===== src/rtl/serial_word_feeder_pkg.sv =====
// Shared types and size helpers for the serial word feeder and its FIFO.
package feeder_pkg;

  typedef enum logic {S_IDLE, S_SHIFT} state_e;

  localparam int FEEDER_WORD_W     = 5;
  localparam int FEEDER_FIFO_DEPTH = 4;

  function automatic int ptrWidth(input int depth);
    return $clog2(depth);
  endfunction

  function automatic int levelWidth(input int depth);
    return $clog2(depth) + 1;
  endfunction

  localparam int FEEDER_PTR_W   = ptrWidth(FEEDER_FIFO_DEPTH);
  localparam int FEEDER_LEVEL_W = levelWidth(FEEDER_FIFO_DEPTH);

endpackage


===== src/rtl/serial_word_feeder_if.sv =====
// Parallel word handshake into the feeder: producer is master, feeder is slave.
interface serial_word_feeder_if #(
  parameter int WORD_W = feeder_pkg::FEEDER_WORD_W
);
  logic [WORD_W-1:0] in_word;
  logic              in_valid;
  logic              in_ready;

  modport master (output in_word, output in_valid, input in_ready);
  modport slave  (input in_word, input in_valid, output in_ready);
endinterface


===== src/rtl/serial_word_feeder_fifo.sv =====
// Synchronous FIFO with level output; reads are from the head entry combinationally.
module sync_fifo
  import feeder_pkg::*;
#(
  parameter int WIDTH = 8,
  parameter int DEPTH = 4
) (
  input  logic                   clk,
  input  logic                   reset,
  input  logic                   push_i,
  input  logic                   pop_i,
  input  logic [WIDTH-1:0]       wdata_i,
  output logic [WIDTH-1:0]       rdata_o,
  output logic                   full_o,
  output logic                   empty_o,
  output logic [$clog2(DEPTH):0] level_o
);
  localparam int PTR_W = ptrWidth(DEPTH);

  logic [WIDTH-1:0] mem_q [DEPTH];
  logic [PTR_W-1:0] wrPtr_q, rdPtr_q;
  logic [PTR_W:0]   count_q;
  logic             doPush, doPop;

  assign full_o  = (count_q == (PTR_W+1)'(DEPTH));
  assign empty_o = (count_q == '0);
  assign level_o = count_q;
  assign rdata_o = mem_q[rdPtr_q];
  assign doPush  = push_i && !full_o;
  assign doPop   = pop_i && !empty_o;

  always_ff @(posedge clk) begin
    if (doPush) mem_q[wrPtr_q] <= wdata_i;
  end

  // Pointers wrap naturally because DEPTH is a power of two.
  always_ff @(posedge clk) begin
    if (reset) begin
      wrPtr_q <= '0;
      rdPtr_q <= '0;
      count_q <= '0;
    end else begin
      if (doPush) wrPtr_q <= wrPtr_q + 1'b1;
      if (doPop)  rdPtr_q <= rdPtr_q + 1'b1;
      case ({doPush, doPop})
        2'b10:   count_q <= count_q + 1'b1;
        2'b01:   count_q <= count_q - 1'b1;
        default: count_q <= count_q;
      endcase
    end
  end
endmodule


===== src/rtl/serial_word_feeder.sv =====
// Buffers parallel words and emits them MSB-first, one bit per enabled clock, gap-free.
module serial_word_feeder
  import feeder_pkg::*;
#(
  parameter int WORD_W     = FEEDER_WORD_W,
  parameter int FIFO_DEPTH = FEEDER_FIFO_DEPTH
) (
  input  logic                        clk,
  input  logic                        reset,
  serial_word_feeder_if.slave         feedIf,
  input  logic                        enable,
  output logic                        serial_out,
  output logic                        serial_valid,
  output logic                        busy,
  output logic [$clog2(FIFO_DEPTH):0] fifo_level,
  output logic [15:0]                 words_sent
);
  localparam int IDX_W = $clog2(WORD_W + 1);
  localparam logic [IDX_W-1:0] DONE_IDX = IDX_W'(WORD_W);
  localparam logic [IDX_W-1:0] LSB_IDX  = IDX_W'(WORD_W - 1);

  state_e            state_q;
  logic [WORD_W-1:0] shift_q;
  logic [IDX_W-1:0]  bitIdx_q;
  logic              serialOut_q, serialValid_q;
  logic [15:0]       wordsSent_q;
  logic              fifoFull, fifoEmpty, fifoPop;
  logic [WORD_W-1:0] fifoData;

  sync_fifo #(.WIDTH(WORD_W), .DEPTH(FIFO_DEPTH)) u_fifo (
    .clk     (clk),
    .reset   (reset),
    .push_i  (feedIf.in_valid),
    .pop_i   (fifoPop),
    .wdata_i (feedIf.in_word),
    .rdata_o (fifoData),
    .full_o  (fifoFull),
    .empty_o (fifoEmpty),
    .level_o (fifo_level)
  );

  // bitIdx_q == DONE_IDX marks the cycle after the LSB, where the next word may chain in.
  assign fifoPop = enable && !fifoEmpty &&
                   ((state_q == S_IDLE) || (bitIdx_q == DONE_IDX));

  always_ff @(posedge clk) begin
    if (reset) begin
      state_q       <= S_IDLE;
      shift_q       <= '0;
      bitIdx_q      <= '0;
      serialOut_q   <= 1'b0;
      serialValid_q <= 1'b0;
      wordsSent_q   <= '0;
    end else begin
      serialValid_q <= 1'b0;
      if (fifoPop) begin
        serialOut_q   <= fifoData[WORD_W-1];
        shift_q       <= fifoData << 1;
        bitIdx_q      <= IDX_W'(1);
        serialValid_q <= 1'b1;
        state_q       <= S_SHIFT;
      end else if (state_q == S_SHIFT) begin
        if (bitIdx_q == DONE_IDX) begin
          state_q <= S_IDLE;
        end else if (enable) begin
          serialOut_q   <= shift_q[WORD_W-1];
          shift_q       <= shift_q << 1;
          bitIdx_q      <= bitIdx_q + 1'b1;
          serialValid_q <= 1'b1;
          if (bitIdx_q == LSB_IDX) wordsSent_q <= wordsSent_q + 16'd1;
        end
      end
    end
  end

  assign feedIf.in_ready = !fifoFull;
  assign serial_out      = serialOut_q;
  assign serial_valid    = serialValid_q;
  assign busy            = (state_q == S_SHIFT) || !fifoEmpty;
  assign words_sent      = wordsSent_q;
endmodule


===== src/flat_wrapper.sv =====
// flat-port wrapper written by rule: the top's interface ports become plain ports
module serial_word_feeder_flat import feeder_pkg::*;
#(
  parameter int WORD_W     = FEEDER_WORD_W,
  parameter int FIFO_DEPTH = FEEDER_FIFO_DEPTH
)
  (clk, reset, enable, serial_out, serial_valid, busy, fifo_level, words_sent, feedIf_in_word, feedIf_in_valid, feedIf_in_ready);
  serial_word_feeder_if #(.WORD_W(WORD_W)) feedIf_i ();
  input  logic clk;
  input  logic reset;
  input  logic enable;
  output logic serial_out;
  output logic serial_valid;
  output logic busy;
  output logic [$clog2(FIFO_DEPTH):0] fifo_level;
  output logic [15:0] words_sent;
  input wire logic [$bits(feedIf_i.in_word)-1:0] feedIf_in_word;
  input wire logic [$bits(feedIf_i.in_valid)-1:0] feedIf_in_valid;
  output wire logic [$bits(feedIf_i.in_ready)-1:0] feedIf_in_ready;
  assign feedIf_i.in_word = feedIf_in_word;
  assign feedIf_i.in_valid = feedIf_in_valid;
  assign feedIf_in_ready = feedIf_i.in_ready;
  serial_word_feeder #(.WORD_W(WORD_W), .FIFO_DEPTH(FIFO_DEPTH)) u_core (.clk(clk), .reset(reset), .feedIf(feedIf_i), .enable(enable), .serial_out(serial_out), .serial_valid(serial_valid), .busy(busy), .fifo_level(fifo_level), .words_sent(words_sent));
endmodule

===== config.mk =====
export PLATFORM = sky130hd
export DESIGN_NAME = serial_word_feeder_flat
export DESIGN_NICKNAME = d
export VERILOG_FILES = /design/src/rtl/serial_word_feeder_pkg.sv /design/src/rtl/serial_word_feeder_if.sv /design/src/rtl/serial_word_feeder_fifo.sv /design/src/rtl/serial_word_feeder.sv /design/src/flat_wrapper.sv
export SDC_FILE = /design/constraint.sdc
export NUM_CORES = 1
export LEC_CHECK = 0
export ABC_AREA = 1
export BUFFER_PORTS_ARGS = -buffer_cell sky130_fd_sc_hd__buf_2
export CAP_MARGIN = 10
export CORE_UTILIZATION = 61
export CTS_CLUSTER_DIAMETER = 150
export DETAILED_ROUTE_END_ITERATION = 16
export HOLD_SLACK_MARGIN = 0.12
export PLACE_DENSITY = 0.94
export SLEW_MARGIN = 20
export SYNTH_ARGS = -nofsm -noshare
export SYNTH_HDL_FRONTEND = slang
export SYNTH_SLANG_ARGS = --single-unit

===== constraint.sdc =====
create_clock -name clk -period 3.61 [get_ports clk]
set_clock_uncertainty 0.15 [all_clocks]
set_input_delay 0.5415 -clock clk [delete_from_list [all_inputs] [get_ports clk]]
set_output_delay 0.5415 -clock clk [all_outputs]
set_load 0.005 [all_outputs]

== Word level (Yosys, flattened, before mapping) ==
Memory sizes are Yosys's and may differ from the RTL's. A register that Yosys moved wholly into a read port is not among the register bits.
Index checks and enable logic that the tools add are counted.

* Memories kept: 1
* Memory bits (read-only): 0
* Register bits after elaboration: 33
* Memory bits (writable): 20
* Output and inout bits: 23
* Logic and storage cells: 66
* Latch bits: 0

{| class="wikitable"
|+ Memory list
! memory !! depth !! bits a word !! rd ports !! clocked after Yosys merged registers in !! write ports !! RTL line !! source
|-
| u_core.u_fifo.mem_q || 4 || 5 || 1 || 1 || 1 || serial_word_feeder_fifo.sv:20 || <nowiki>logic [WIDTH-1:0] mem_q [DEPTH];</nowiki>
|}

* $add $sub $neg: 6
* Equality and inequality tests: 6
* Div/mod/pow operators: 0
* Muxes and demuxes: 24
* Reductions and logical operators: 16
* Shifts and indexed selects: 0
* Order comparisons: 0
* $mul: 0
* Bitwise operators: 3

{| class="wikitable"
|+ Operators by type and width
! kind !! number
|-
| two-way mux 5 bit || 4
|-
| two-way mux 1 bit || 17
|-
| adder 16 x 1 -> 16 bit (second input constant) || 1
|-
| == test 3 bit (second input constant) || 3
|-
| adder 3 x 1 -> 3 bit (second input constant) || 2
|-
| case mux 3 bit (2 select lines) || 1
|-
| AND reduction 3 bit || 2
|-
| nonzero test 2 bit || 3
|-
| AND reduction 5 bit || 1
|-
| adder 2 x 1 -> 2 bit (second input constant) || 2
|-
| logical AND 1 bit || 4
|-
| two-way mux 2 bit || 2
|-
| logical NOT 3 bit || 1
|-
| inverter 1 bit || 3
|-
| subtractor 3 x 1 -> 3 bit (second input constant) || 1
|-
| == test 2 x 1 -> 1 bit (second input constant) || 1
|-
| == test 2 bit (second input constant) || 1
|-
| logical NOT 1 bit || 2
|-
| logical OR 1 bit || 2
|-
| inequality test 2 bit (second input constant) || 1
|-
| OR reduction 2 bit || 1
|}

== Longest topological paths before layout ==
Gate-level depths: netlist of the first run.

* Depth in word-level cells: 7
* Mapped depth: 13
* Gate-level depth less buffers: 13

== Cells and area by module ==
A second synthesis of the first run with hierarchy kept.

* Cell total of the unflattened synthesis: 322
* Area total of the unflattened synthesis: 2605.0 um^2

{| class="wikitable"
|+ Modules (own cells, without submodules)
! module !! seq. area each (um^2) !! area each (um^2) !! times used !! cells an instance
|-
| serial_word_feeder || 520.5 || 1368.8 || 1 || 204
|-
| sync_fifo || 780.7 || 1236.2 || 1 || 118
|}

== Worst setup path before layout of the first run ==
OpenSTA, ideal clock, no wires.

* Path type: reg-to-reg
* Start point: register u_core.bitIdx_q[0]
* End point: register u_core.u_fifo.count_q[2], in the netlist u_core.u_fifo.level_o[2]
* Slack: 1.397 ns
* Setup time: 0.122 ns
* Arrival time: 1.941 ns
* Period minus slack after synthesis: 2.213 ns
* Stages on the path, launching flop included: 13
* Path through: dfxtp_1 > ha_1 > nand2_1 > nand2_1 > nand3_2 > clkinv_2 > ha_1 > inv_1 > fa_1 > a21oi_1 > o21ai_0 > o21ai_0 > a21oi_1

* Longest elaborated chain between the ends: 6
* Elaborated cells between the ends (all ways): 8
* Those cells by class: eq/ne (3); mux (1); reduce/logical (4)

{| class="wikitable"
|+ RTL lines
! item !! RTL line !! source
|-
| from (decl) || serial_word_feeder.sv:24 || <nowiki>logic [IDX_W-1:0] bitIdx_q;</nowiki>
|-
| from (signal assigned) || serial_word_feeder.sv:68 || <nowiki>bitIdx_q <= bitIdx_q + 1'b1;</nowiki>
|-
| == test 3 bit (*) || serial_word_feeder.sv:44 || <nowiki>((state_q == S_IDLE) || (bitIdx_q == DONE_IDX));</nowiki>
|-
| logical OR 1 bit (*) || serial_word_feeder.sv:44 ||
|-
| logical AND 1 bit (*) || serial_word_feeder.sv:43 || <nowiki>assign fifoPop = enable && !fifoEmpty &&</nowiki>
|-
| logical AND 1 bit (*) || serial_word_feeder_fifo.sv:30 || <nowiki>assign doPop = pop_i && !empty_o;</nowiki>
|-
| named net u_core.u_fifo.doPop || serial_word_feeder_fifo.sv:23 || <nowiki>logic doPush, doPop;</nowiki>
|-
| == test 2 x 1 -> 1 bit / == test 2 bit (equally long branches) || serial_word_feeder_fifo.sv:45 || <nowiki>case ({doPush, doPop})</nowiki>
|-
| case mux 3 bit (2 select lines) / nonzero test 2 bit (equally long branches) || -- ||
|-
| to (signal assigned) || serial_word_feeder_fifo.sv:46 || <nowiki>2'b10: count_q <= count_q + 1'b1;</nowiki>
|-
| to (signal assigned) || serial_word_feeder_fifo.sv:47 || <nowiki>2'b01: count_q <= count_q - 1'b1;</nowiki>
|-
| to (signal assigned) || serial_word_feeder_fifo.sv:48 || <nowiki>default: count_q <= count_q;</nowiki>
|-
| to (decl) || serial_word_feeder_fifo.sv:22 || <nowiki>logic [PTR_W:0] count_q;</nowiki>
|}

Mark *: on every way through the listed nets, which the timed path passes. The rest lies on a longest branch.
A chain may end at the register's enable or synchronous reset.

== Final worst setup path of the first run ==
Same ends and word-level chain as after synthesis.

==> results of run 1 <==
report_power, final:
| part | switching (uW) | leakage, uW | internal, uW | total (uW) |
|---|---|---|---|---|
| registers | 52.4 | 0.000468 | 714 | 766 |
| logic | 239 | 0.000760 | 129 | 367 |
| clock network | 191 | 0.0000556 | 203 | 395 |
| total | 482 | 0.00128 | 1050 | 1530 |
cell usage in the layout (no fill, tap or decap):
cell type,n
nand3_1,24
dfxtp_1,35
nor2_8,1
a21oi_1,20
nand3_4,1
or2_2,1
xor2_1,3
nor2_2,5
buf_2,31
clkinv_2,2
clkinv_1,2
o21ai_0,10
o211ai_1,1
nor3_1,3
fa_1,1
inv_2,1
edfxtp_1,20
nor3_2,1
bufinv_16,1
inv_1,42
nor2_1,35
nand4_1,5
clkbuf_8,5
nand3b_1,1
and3_1,1
ha_1,9
nand2_1,82
nand3_2,3
o21ai_1,2
worst max-delay path, stage by stage (launching register included):
cell      delay [ns]
dfxtp_1         0.42
ha_1            0.17
nand2_1         0.10
nand2_1         0.11
nand3_2         0.16
clkinv_2        0.17
ha_1            0.16
inv_1           0.07
fa_1            0.39
a21oi_1         0.15
o21ai_0         0.11
o21ai_0         0.15
a21oi_1         0.05
state kept, by name, indices dropped and copies added, names as in the netlist, named ones only:
signal	flops
u_core.shift_q	4
u_core.u_fifo.wrPtr_q	2
u_core.serial_valid	1
u_core.bitIdx_q	3
u_core.u_fifo.mem_q	20
u_core.u_fifo.rdPtr_q	2
u_core.state_q	1
u_core.u_fifo.level_o	3
u_core.words_sent	16
u_core.serial_out	1
layout make-up:
type / instances / share of cell area [%]
Timing Repair Buffer: 31 / 5.43
Sequential cell: 55 / 45.5
Clock inverter: 3 / 1.36
Tap cell: 50 / 2.19
Clock buffer: 5 / 2.41
Inverter: 45 / 5.95
Multi-Input combinational cell: 209 / 37.1
worst paths after layout:
check / end / start / cells past startpoint / slack, ns
min: u_core.u_fifo.mem_q[3][4]$_DFFE_PP_ / feedIf_in_word[4] / 1 / 0.29
max reg2reg: u_core.u_fifo.level_o[2]$_SDFFE_PP0P_ / u_core.bitIdx_q[0]$_SDFFE_PP0P_ / 12 / 1.15
max: u_core.u_fifo.level_o[2]$_SDFFE_PP0P_ / u_core.bitIdx_q[0]$_SDFFE_PP0P_ / 12 / 1.15
min reg2reg: u_core.shift_q[2]$_SDFFE_PP0P_ / u_core.shift_q[2]$_SDFFE_PP0P_ / 2 / 0.31
metrics by stage:
step | util [%] | cells | power [uW] | hold slack, ns | worst slack (ns)
3_5_place_dp | 68.3 | 390 | 1140 | 0.294 | 1.18
6_report | 70.9 | 398 | 1530 | 0.294 | 1.15
5_1_grt | 70.9 | 398 | 1610 | 0.303 | 0.967
3_3_place_gp | 68.3 | 390 | 1120 | 0.286 | 1.29
2_1_floorplan | - | 315 | 1030 | 0.276 | 1.40
4_1_cts | 70.9 | 398 | 1530 | 0.294 | 1.17
kinds of logic (layout without fill, tap and decap cells):
kind of cell               Yosys count  after routing  synth area share [%]
AOI/OAI and AO/OA                   33             33                  6.53
buffers and inverters               51             84                  8.04
adders and majority gates           10             10                  5.16
DFF                                 55             55                  50.7
and+or+nand+nor                    163            163                  28.6
xor gates and xnor gates             3              3                  1.02
routing by layer:
layer  GRT usage (%)  share of wire (%)  vias up
met4            11.4                2.6        0
li1                -                  -     1070
met5               0                  0        -
met3            6.68                4.7       17
met1            28.9                 44      941
met2            41.5                 49       56
==> out/results.txt, run 1 <==
status: finished, final reports clean
Slew Viols, Final: 0
asr flop ratio synth: 0%
layout cells sized above 1: 14.9%
Initial Util: 63.8%
initial antenna violation count: 0
Final Instance Area: 2860 um^2
CTS Buf Count: 5
Post-synth top cells: nand2_1, inv_1, dfxtp_1, nor2_1, nand3_1
Post-Synthesis Cell Area: 2570 um^2
CP Class: flip-flop to flip-flop
Via density: 5.24
post-CTS sizing: 0
Die ar.: 4470 um^2
Startpoint Class: flip-flop
final critical-path required period: 2.46 ns
post-synthesis net count: 334
I/O pin count: 32
setup_tns: 0 ns
final WL: 4960 um
critical path fanouts, max: 10
Leakage Power: 0.00128 uW
CTS tree: yes
# port buffers: 31
most instantiated library cell after synthesis: nand2_1
max-cap violations: 0
hold buffers post-CTS: 0
grt ovf: 0
Die Span X: 66.9 um
final RePlAce weighted congestion: 0.864
# nets final: 366
Hold Path Class: input pin to flip-flop
Syn Area/Cell: 8.15 um^2
via count: 2084
setup violators final: 0
peak supply drop: 264 uV
dominant synthesized flop cell: dfxtp_1
Power Dens Cells: 535 nW/um^2
sequential cell area: 1300 um^2
FMAX: 407 MHz
DRT antenna net count: 0
Initial DRC Count: 91
actual slew at the worst max-slew pin: 0.594 ns
leading area contributor after synthesis: dfxtp_1
Final Hold Viols: 0
vias in the first global route: 1940
Critical Path RT: 3.67 ns
Clock Path Buffers: 2
number of H-tree levels: 2
post-synth top area share: 27.3%
multi-input logic area: 1060 um^2
DR DRC count: 0
clock slew at reported path FFs: 0.09 ns
Cell Area, Placed: 2750 um^2
Setup crit end kind: flip-flop
synth top area cells: dfxtp_1, edfxtp_1, nand2_1
diode count: 0
warnings from Yosys: 0
CP arrival: 2.51 ns
relative slew slack: 60.4%
drt wl/cell: 12.4 um
library cells used by synthesis: 31
first-pass GRT wire length: 8140 um
GRT Total Usage: 24.6%
clk root buf: clkbuf_8
clk_lat worst skew: 0.31 ns
unrepaired setup endpoints after global routing: false
Tcrit/Tclk final: 68.1%
Post-synth EDFFs: 20
area delta synth->final: 11.3%
pin count of the biggest net entering global routing: 27
DR pass1 iterations: 4
std cell rows: 23
core area: 4030 um^2
sequential element share of the synthesized area: 50.7%
fill count: 300
Die Ht: 66.9 um
number of clock sinks: 55
Setup Buffers After CTS: 0
DPL Wire Length: 3590 um
cells after synthesis: 315
#FFs+latches synth: 55
Note: power is estimated with default switching activity, not from simulation.
==> inputs of run 2 (changes only) <==
Settings changed: CORE_UTILIZATION 61 to 57, PLACE_DENSITY 0.94 to 0.9.
Clock period 3.61 ns to 2.3 ns, I/O delays scaled along.
==> run 2 against run 1 <==
Net effect: sequential share of layout area shrank 1.1 points; worst setup slack lost 1.0 ns; fmax grew 13%; utilization shrank 3.6 points; wire length grew 2.6%.
==> out/results.txt, run 2 (synthesis results as in run 1) <==
Final Hold Viols: 0 (unchanged)
DRT antenna net count: 0 (unchanged)
clk_lat worst skew: 0.32 ns (was 0.31 ns)
Leakage Power: 0.00132 uW (was 0.00128 uW)
DR pass1 iterations: 4 (unchanged)
GRT Total Usage: 23.0% (was 24.6%)
first-pass GRT wire length: 8690 um (was 8140 um)
CP arrival: 2.28 ns (was 2.51 ns)
drt wl/cell: 12.4 um (about the same)
setup violators final: 0 (unchanged)
DR DRC count: 0 (unchanged)
most frequent cells in the layout: nand2_1, inv_1, nor2_1 (was nand2_1, inv_1, nor2_1, dfxtp_1, buf_2)
area delta synth->final: 14.1% (was 11.3%)
Setup crit end kind: flip-flop (unchanged)
status: finished, final reports clean (unchanged)
clock slew at reported path FFs: 0.10 ns (was 0.09 ns)
actual slew at the worst max-slew pin: 0.593 ns (was 0.594 ns)
Int Pwr: 1580 uW (was 1050 uW)
I/O pin count: 32 (unchanged)
via count: 2086 (was 2084)
pin count of the biggest net entering global routing: 27 (unchanged)
Critical Path RT: 2.41 ns (was 3.67 ns)
final std cells w/o fill: 409 (was 398)
layout cells sized above 1: 17.1% (was 14.9%)
Via density: 5.10 (was 5.24)
max-cap violations: 0 (unchanged)
Final Instance Area: 2930 um^2 (was 2860 um^2)
flip-flop count of the largest register after layout: 20 (unchanged)
std cell rows: 24 (was 23)
Initial Util: 59.0% (was 63.8%)
peak supply drop: 474 uV (was 264 uV)
Clock Path Buffers: 2 (unchanged)
Sw Share: 33.9% (was 31.6%)
DPL Wire Length: 3540 um (was 3590 um)
Die Ht: 69.1 um (was 66.9 um)
final WL: 5090 um (was 4960 um)
Die ar.: 4780 um^2 (was 4470 um^2)
Seq pwr share: 49.7% (was 50.1%)
vias in the first global route: 1934 (was 1940)
# nets final: 375 (was 366)
number of clock sinks: 55 (unchanged)
most common cell after layout, fill and taps aside: nand2_1 (unchanged)
Cell Area, Placed: 2780 um^2 (was 2750 um^2)
dpl cells: 396 (was 390)
CTS tree: yes (unchanged)
combinational share of power: 26.8% (was 24.0%)
Tcrit/Tclk final: 94.3% (was 68.1%)
final critical-path required period: 2.17 ns (was 2.46 ns)
multi-input logic area: 1070 um^2 (was 1060 um^2)
fill count: 346 (was 300)
clock share of power: 23.5% (was 25.8%)
core area: 4350 um^2 (was 4030 um^2)
Switch Pwr: 812 uW (was 482 uW)
Initial DRC Count: 148 (was 91)
clk root buf: clkbuf_8 (unchanged)
grt ovf: 0 (unchanged)
Hold Path Class: input pin to flip-flop (unchanged)
Setup Buffers After CTS: 0 (unchanged)
setup_tns: 0 ns (unchanged)
# port buffers: 31 (unchanged)
sequential cell area: 1300 um^2 (about the same)
Startpoint Class: flip-flop (unchanged)
number of H-tree levels: 2 (unchanged)
relative slew slack: 60.4% (about the same)
Slew Viols, Final: 0 (unchanged)
FMAX: 461 MHz (was 407 MHz)
critical path fanouts, max: 3 (was 10)
diode count: 0 (unchanged)
most flop-heavy register: u_core.u_fifo.mem_q (unchanged)
CP Class: flip-flop to flip-flop (unchanged)
CTS Buf Count: 5 (unchanged)
final RePlAce weighted congestion: 0.842 (was 0.864)
initial antenna violation count: 0 (unchanged)
Die Span X: 69.1 um (was 66.9 um)
Power Dens Cells: 817 nW/um^2 (was 535 nW/um^2)
run 2: cell count changes in the layout (fill, tap and decap cells not counted), sizes merged:
cell	previous run	this run
inv	43	45
dlygate4sd3	0	5
bufinv	1	0
clkinv	4	3
buf	31	35
run 2: worst paths after layout:
| check | startpoint | endpoint | slack (ns) | cells past startpoint |
|---|---|---|---|---|
| hold / removal | reset | u_core.words_sent[6]$_SDFFE_PP0P_ | 0.18 | 2 |
| setup reg to reg | u_core.bitIdx_q[1]$_SDFFE_PP0P_ | u_core.u_fifo.level_o[1]$_SDFFE_PP0P_ | 0.13 | 12 |
| setup / recovery | u_core.bitIdx_q[1]$_SDFFE_PP0P_ | u_core.u_fifo.level_o[1]$_SDFFE_PP0P_ | 0.13 | 12 |
| hold reg to reg | u_core.serial_out$_SDFFE_PP0P_ | u_core.serial_out$_SDFFE_PP0P_ | 0.31 | 2 |
run 2: what timing repair did:
action	4_1_cts	5_1_grt
endpoints found under the setup margin	0	2
hold buffers	5	0
endpoints found under the hold margin	20	0
gates resized for setup	0	6
run 2: routing by layer:
| layer | GRT usage [%] | share of wire, % | vias to the layer above |
|---|---|---|---|
| li1 | - | - | 1090 |
| met1 | 28.8 | 44 | 936 |
| met2 | 37.9 | 50 | 51 |
| met3 | 5.56 | 4.6 | 9 |
| met4 | 9.52 | 1.8 | 0 |
| met5 | 0 | 0 | - |
run 2: layout make-up:
cell class                      instances  area share [%]
Clock inverter                          3           0.768
Clock buffer                            5            2.35
Inverter                               45            5.80
Sequential cell                        55            44.5
Timing Repair Buffer                   40            8.02
Tap cell                               52            2.22
Multi-Input combinational cell        209            36.4
run 2: metrics by stage:
step                utilization, %  power, uW  hold slack, ns  setup slack, ns
floorplan                        -       1610           0.276           0.0866
global placement              63.9       1790           0.287            0.155
detailed placement            63.9       1830           0.288           0.0638
CTS                           67.2       2390           0.178           0.0415
global route                  67.3       2520           0.206         -0.00220
finish                        67.3       2400           0.179            0.132
run 2: power groups by stage:
stage | clock network, uW | registers (uW) | logic, uW
floorplan | 0 | 1200 | 413
global placement | 0 | 1200 | 595
detailed placement | 0 | 1210 | 618
CTS | 565 | 1190 | 634
global route | 601 | 1200 | 720
finish | 563 | 1190 | 643
run 2: critical path, stage by stage (launching register included):
cell and delay [ns]:
dfxtp_2 0.35, inv_1 0.06, ha_1 0.18, nand2_1 0.14, nand2_2 0.08, nand3_2 0.09, clkinv_2 0.06, ha_1 0.17
inv_1 0.11, fa_2 0.45, nor2_1 0.12, a21oi_1 0.06, nor2_1 0.10
==> inputs of run 3 (changes only) <==
Settings changed: CTS_CLUSTER_DIAMETER 150 to 80, SETUP_SLACK_MARGIN set to 0.15.
==> run 3 against run 2 <==
Net effect: sequential power barely moved; design area rose by 2.5%; global-route usage fell by 0.70 points; highest routed layer unchanged; critical endpoint is now u_core.u_fifo.level_o[2]$_SDFFE_PP0P_.
==> out/results.txt, run 3 (synthesis results as in run 1) <==
CTS tree: yes (unchanged)
GRT Total Usage: 22.3% (was 23.0%)
initial antenna violation count: 0 (unchanged)
std cell rows: 24 (unchanged)
drt wl/cell: 12.8 um (was 12.4 um)
CTS Buf Count: 5 (unchanged)
busiest metal layer after global routing: met2 (unchanged)
fill count: 316 (was 346)
max-cap violations: 0 (unchanged)
Die ar.: 4780 um^2 (unchanged)
final WL: 5270 um (was 5090 um)
most flop-heavy register: u_core.u_fifo.mem_q (unchanged)
# port buffers: 31 (unchanged)
CP Class: flip-flop to flip-flop (unchanged)
DPL Wire Length: 3600 um (was 3540 um)
DR pass1 iterations: 4 (unchanged)
clk_lat worst skew: 0.31 ns (was 0.32 ns)
setup violators final: 0 (unchanged)
Final Hold Viols: 0 (unchanged)
Setup crit end kind: flip-flop (unchanged)
clk root buf: clkbuf_8 (unchanged)
Initial DRC Count: 170 (was 148)
R2R Path End: u_core.u_fifo.level_o[2]$_SDFFE_PP0P_ (was u_core.u_fifo.level_o[1]$_SDFFE_PP0P_)
relative slew slack: 56.2% (was 60.4%)
flip-flop count of the largest register after layout: 20 (unchanged)
GR met1 Demand/Resource: 27.0% (was 28.8%)
Worst R2R Start: u_core.bitIdx_q[1]$_SDFFE_PP0P_ (unchanged)
unrepaired setup endpoints after global routing: false
number of H-tree levels: 2 (unchanged)
I/O pin count: 32 (unchanged)
reg2reg path depth: 13 (was 12)
final RePlAce weighted congestion: 0.826 (was 0.842)
pin count of the biggest net entering global routing: 27 (unchanged)
status: finished, final reports clean (unchanged)
min-delay src: reset (unchanged)
Startpoint Class: flip-flop (unchanged)
number of clock sinks: 55 (unchanged)
area delta synth->final: 17.0% (was 14.1%)
grt ovf: 0 (unchanged)
final critical-path required period: 2.09 ns (was 2.17 ns)
worst path cell trace: inv_2 > ha_4 > nand2_4 > nand2_4 > nand3_4 > clkinv_4 > ha_4 > inv_2 > fa_2 > a21oi_2 > o21ai_1 > o21ai_1 > a21oi_1 (was inv_1 > ha_1 > nand2_1 > nand2_2 > nand3_2 > clkinv_2 > ha_1 > inv_1 > fa_2 > nor2_1 > a21oi_1 > nor2_1)
Via density: 5.27 (was 5.10)
Hold Path Class: input pin to flip-flop (unchanged)
r2r setup slk: 0.21 ns (was 0.13 ns)
Critical Path Max Stage Delay: 0.39 ns (was 0.45 ns)
# nets final: 377 (was 375)
FMAX: 478 MHz (was 461 MHz)
DR DRC count: 0 (unchanged)
setup_tns: 0 ns (unchanged)
Worst Hold Depth: 2 (unchanged)
global routing usage on met2: 38.5% (was 37.9%)
core area: 4350 um^2 (unchanged)
Slew Viols, Final: 0 (unchanged)
Slowest cell on crit path: fa_2 (unchanged)
most common cell after layout, fill and taps aside: nand2_1 (unchanged)
DRT antenna net count: 0 (unchanged)
Die Ht: 69.1 um (unchanged)
Clock Path Buffers: 2 (unchanged)
Die Span X: 69.1 um (unchanged)
Tcrit/Tclk final: 91.0% (was 94.3%)
most frequent cells in the layout: nand2_1, inv_1, nor2_1 (unchanged)
diode count: 0 (unchanged)
actual slew at the worst max-slew pin: 0.657 ns (was 0.593 ns)
worst min-delay path endpoint: u_core.words_sent[6]$_SDFFE_PP0P_ (unchanged)
Power Dens Cells: 821 nW/um^2 (was 817 nW/um^2)
via count: 2167 (was 2086)
pre-CTS setup slack: 0.0492 ns (was 0.0638 ns)
Critical Path RT: 2.35 ns (was 2.41 ns)
peak supply drop: 408 uV (was 474 uV)
vias in the first global route: 2061 (was 1934)
layout cells sized above 1: 19.2% (was 17.1%)
CP arrival: 2.15 ns (was 2.28 ns)
Initial Util: 59.0% (unchanged)
setup slack after layout: 0.207 ns (was 0.132 ns)
first-pass GRT wire length: 8740 um (was 8690 um)
Leakage Power: 0.00134 uW (was 0.00132 uW)
critical path fanouts, max: 3 (unchanged)
clock slew at reported path FFs: 0.10 ns (about the same)
M3 GR Usage: 4.24% (was 5.56%)
[run 3: cell count changes in the layout (fill, tap and decap cells not counted), moves of 2 or more]
cell | previous run | this run
ha_1 | 9 | 7
nand2_4 | 0 | 2
clkinv_4 | 0 | 3
ha_4 | 0 | 2
clkinv_2 | 2 | 0
inv_1 | 42 | 40
inv_6 | 2 | 0
inv_2 | 1 | 3
buf_4 | 4 | 6
[run 3: worst max path at each step]
| stage | startpoint | endpoint | slack [ns] | cells past startpoint |
|---|---|---|---|---|
| 2_1_floorplan | u_core.bitIdx_q[1]$_SDFFE_PP0P_ | u_core.u_fifo.level_o[2]$_SDFFE_PP0P_ | 0.16 | 13 |
| 3_3_place_gp | u_core.bitIdx_q[1]$_SDFFE_PP0P_ | u_core.u_fifo.level_o[2]$_SDFFE_PP0P_ | 0.12 | 13 |
| 3_5_place_dp | u_core.bitIdx_q[1]$_SDFFE_PP0P_ | u_core.u_fifo.level_o[2]$_SDFFE_PP0P_ | 0.05 | 13 |
| 4_1_cts | u_core.bitIdx_q[1]$_SDFFE_PP0P_ | u_core.u_fifo.level_o[2]$_SDFFE_PP0P_ | 0.15 | 13 |
| 5_1_grt | u_core.bitIdx_q[1]$_SDFFE_PP0P_ | u_core.u_fifo.level_o[2]$_SDFFE_PP0P_ | 0.14 | 13 |
| 6_report | u_core.bitIdx_q[1]$_SDFFE_PP0P_ | u_core.u_fifo.level_o[2]$_SDFFE_PP0P_ | 0.21 | 13 |
[run 3: layer usage]
layer	share of wire, %	vias to the layer above
met3	4.1	10
met5	0	-
met4	1.4	0
met1	43	1015
li1	-	1092
met2	51	50
[run 3: area by class of cell]
| type | count | area, um^2 | area share (%) |
|---|---|---|---|
| clock buffer | 5 | 68.8 | 2.29 |
| inverter | 45 | 174 | 5.79 |
| multi-input combinational | 209 | 1110 | 37.1 |
| tap | 52 | 65.1 | 2.17 |
| clock inverter | 3 | 25.0 | 0.833 |
| sequential | 55 | 1310 | 43.5 |
| timing repair buffer | 42 | 250 | 8.33 |
[run 3: timing repair]
action | 4_1_cts | 5_1_grt
setup endpoints to repair | 1 | 2
buffers inserted | 2 | 1
endpoints found under the hold margin | 20 | 0
pin swaps | 2 | 5
gates resized for setup | 4 | 11
hold buffers | 5 | 0
[run 3: through the flow]
| stage | power (uW) | cell area [um^2] | util, % | cells | hold WS (ns) |
|---|---|---|---|---|---|
| final | 2470 | 3000 | 69.0 | 411 | 0.191 |
| after global routing | 2630 | 3000 | 69.0 | 411 | 0.199 |
| after CTS | 2390 | 2950 | 67.8 | 410 | 0.183 |
| after global placement | 1800 | 2790 | 64.1 | 395 | 0.289 |
| after detailed placement | 1840 | 2790 | 64.1 | 395 | 0.296 |
| after floorplan | 1630 | 2580 | - | 315 | 0.276 |
[run 3: critical path: cells and delay by family, from the launching register on]
kind,cells,cell delay [ns]
AO/OA/AOI/OAI,4,0.40
adder cells (fa/ha/maj),3,0.66
buffers and inverters,3,0.20
flip-flops,1,0.35
AND/OR/NAND/NOR,3,0.23
[run 3: power by group]
| part | switching, uW | internal, uW | total [uW] | leakage (uW) |
|---|---|---|---|---|
| logic | 441 | 285 | 727 | 0.000825 |
| registers | 71.3 | 1120 | 1200 | 0.000469 |
| clock network | 325 | 218 | 543 | 0.0000443 |
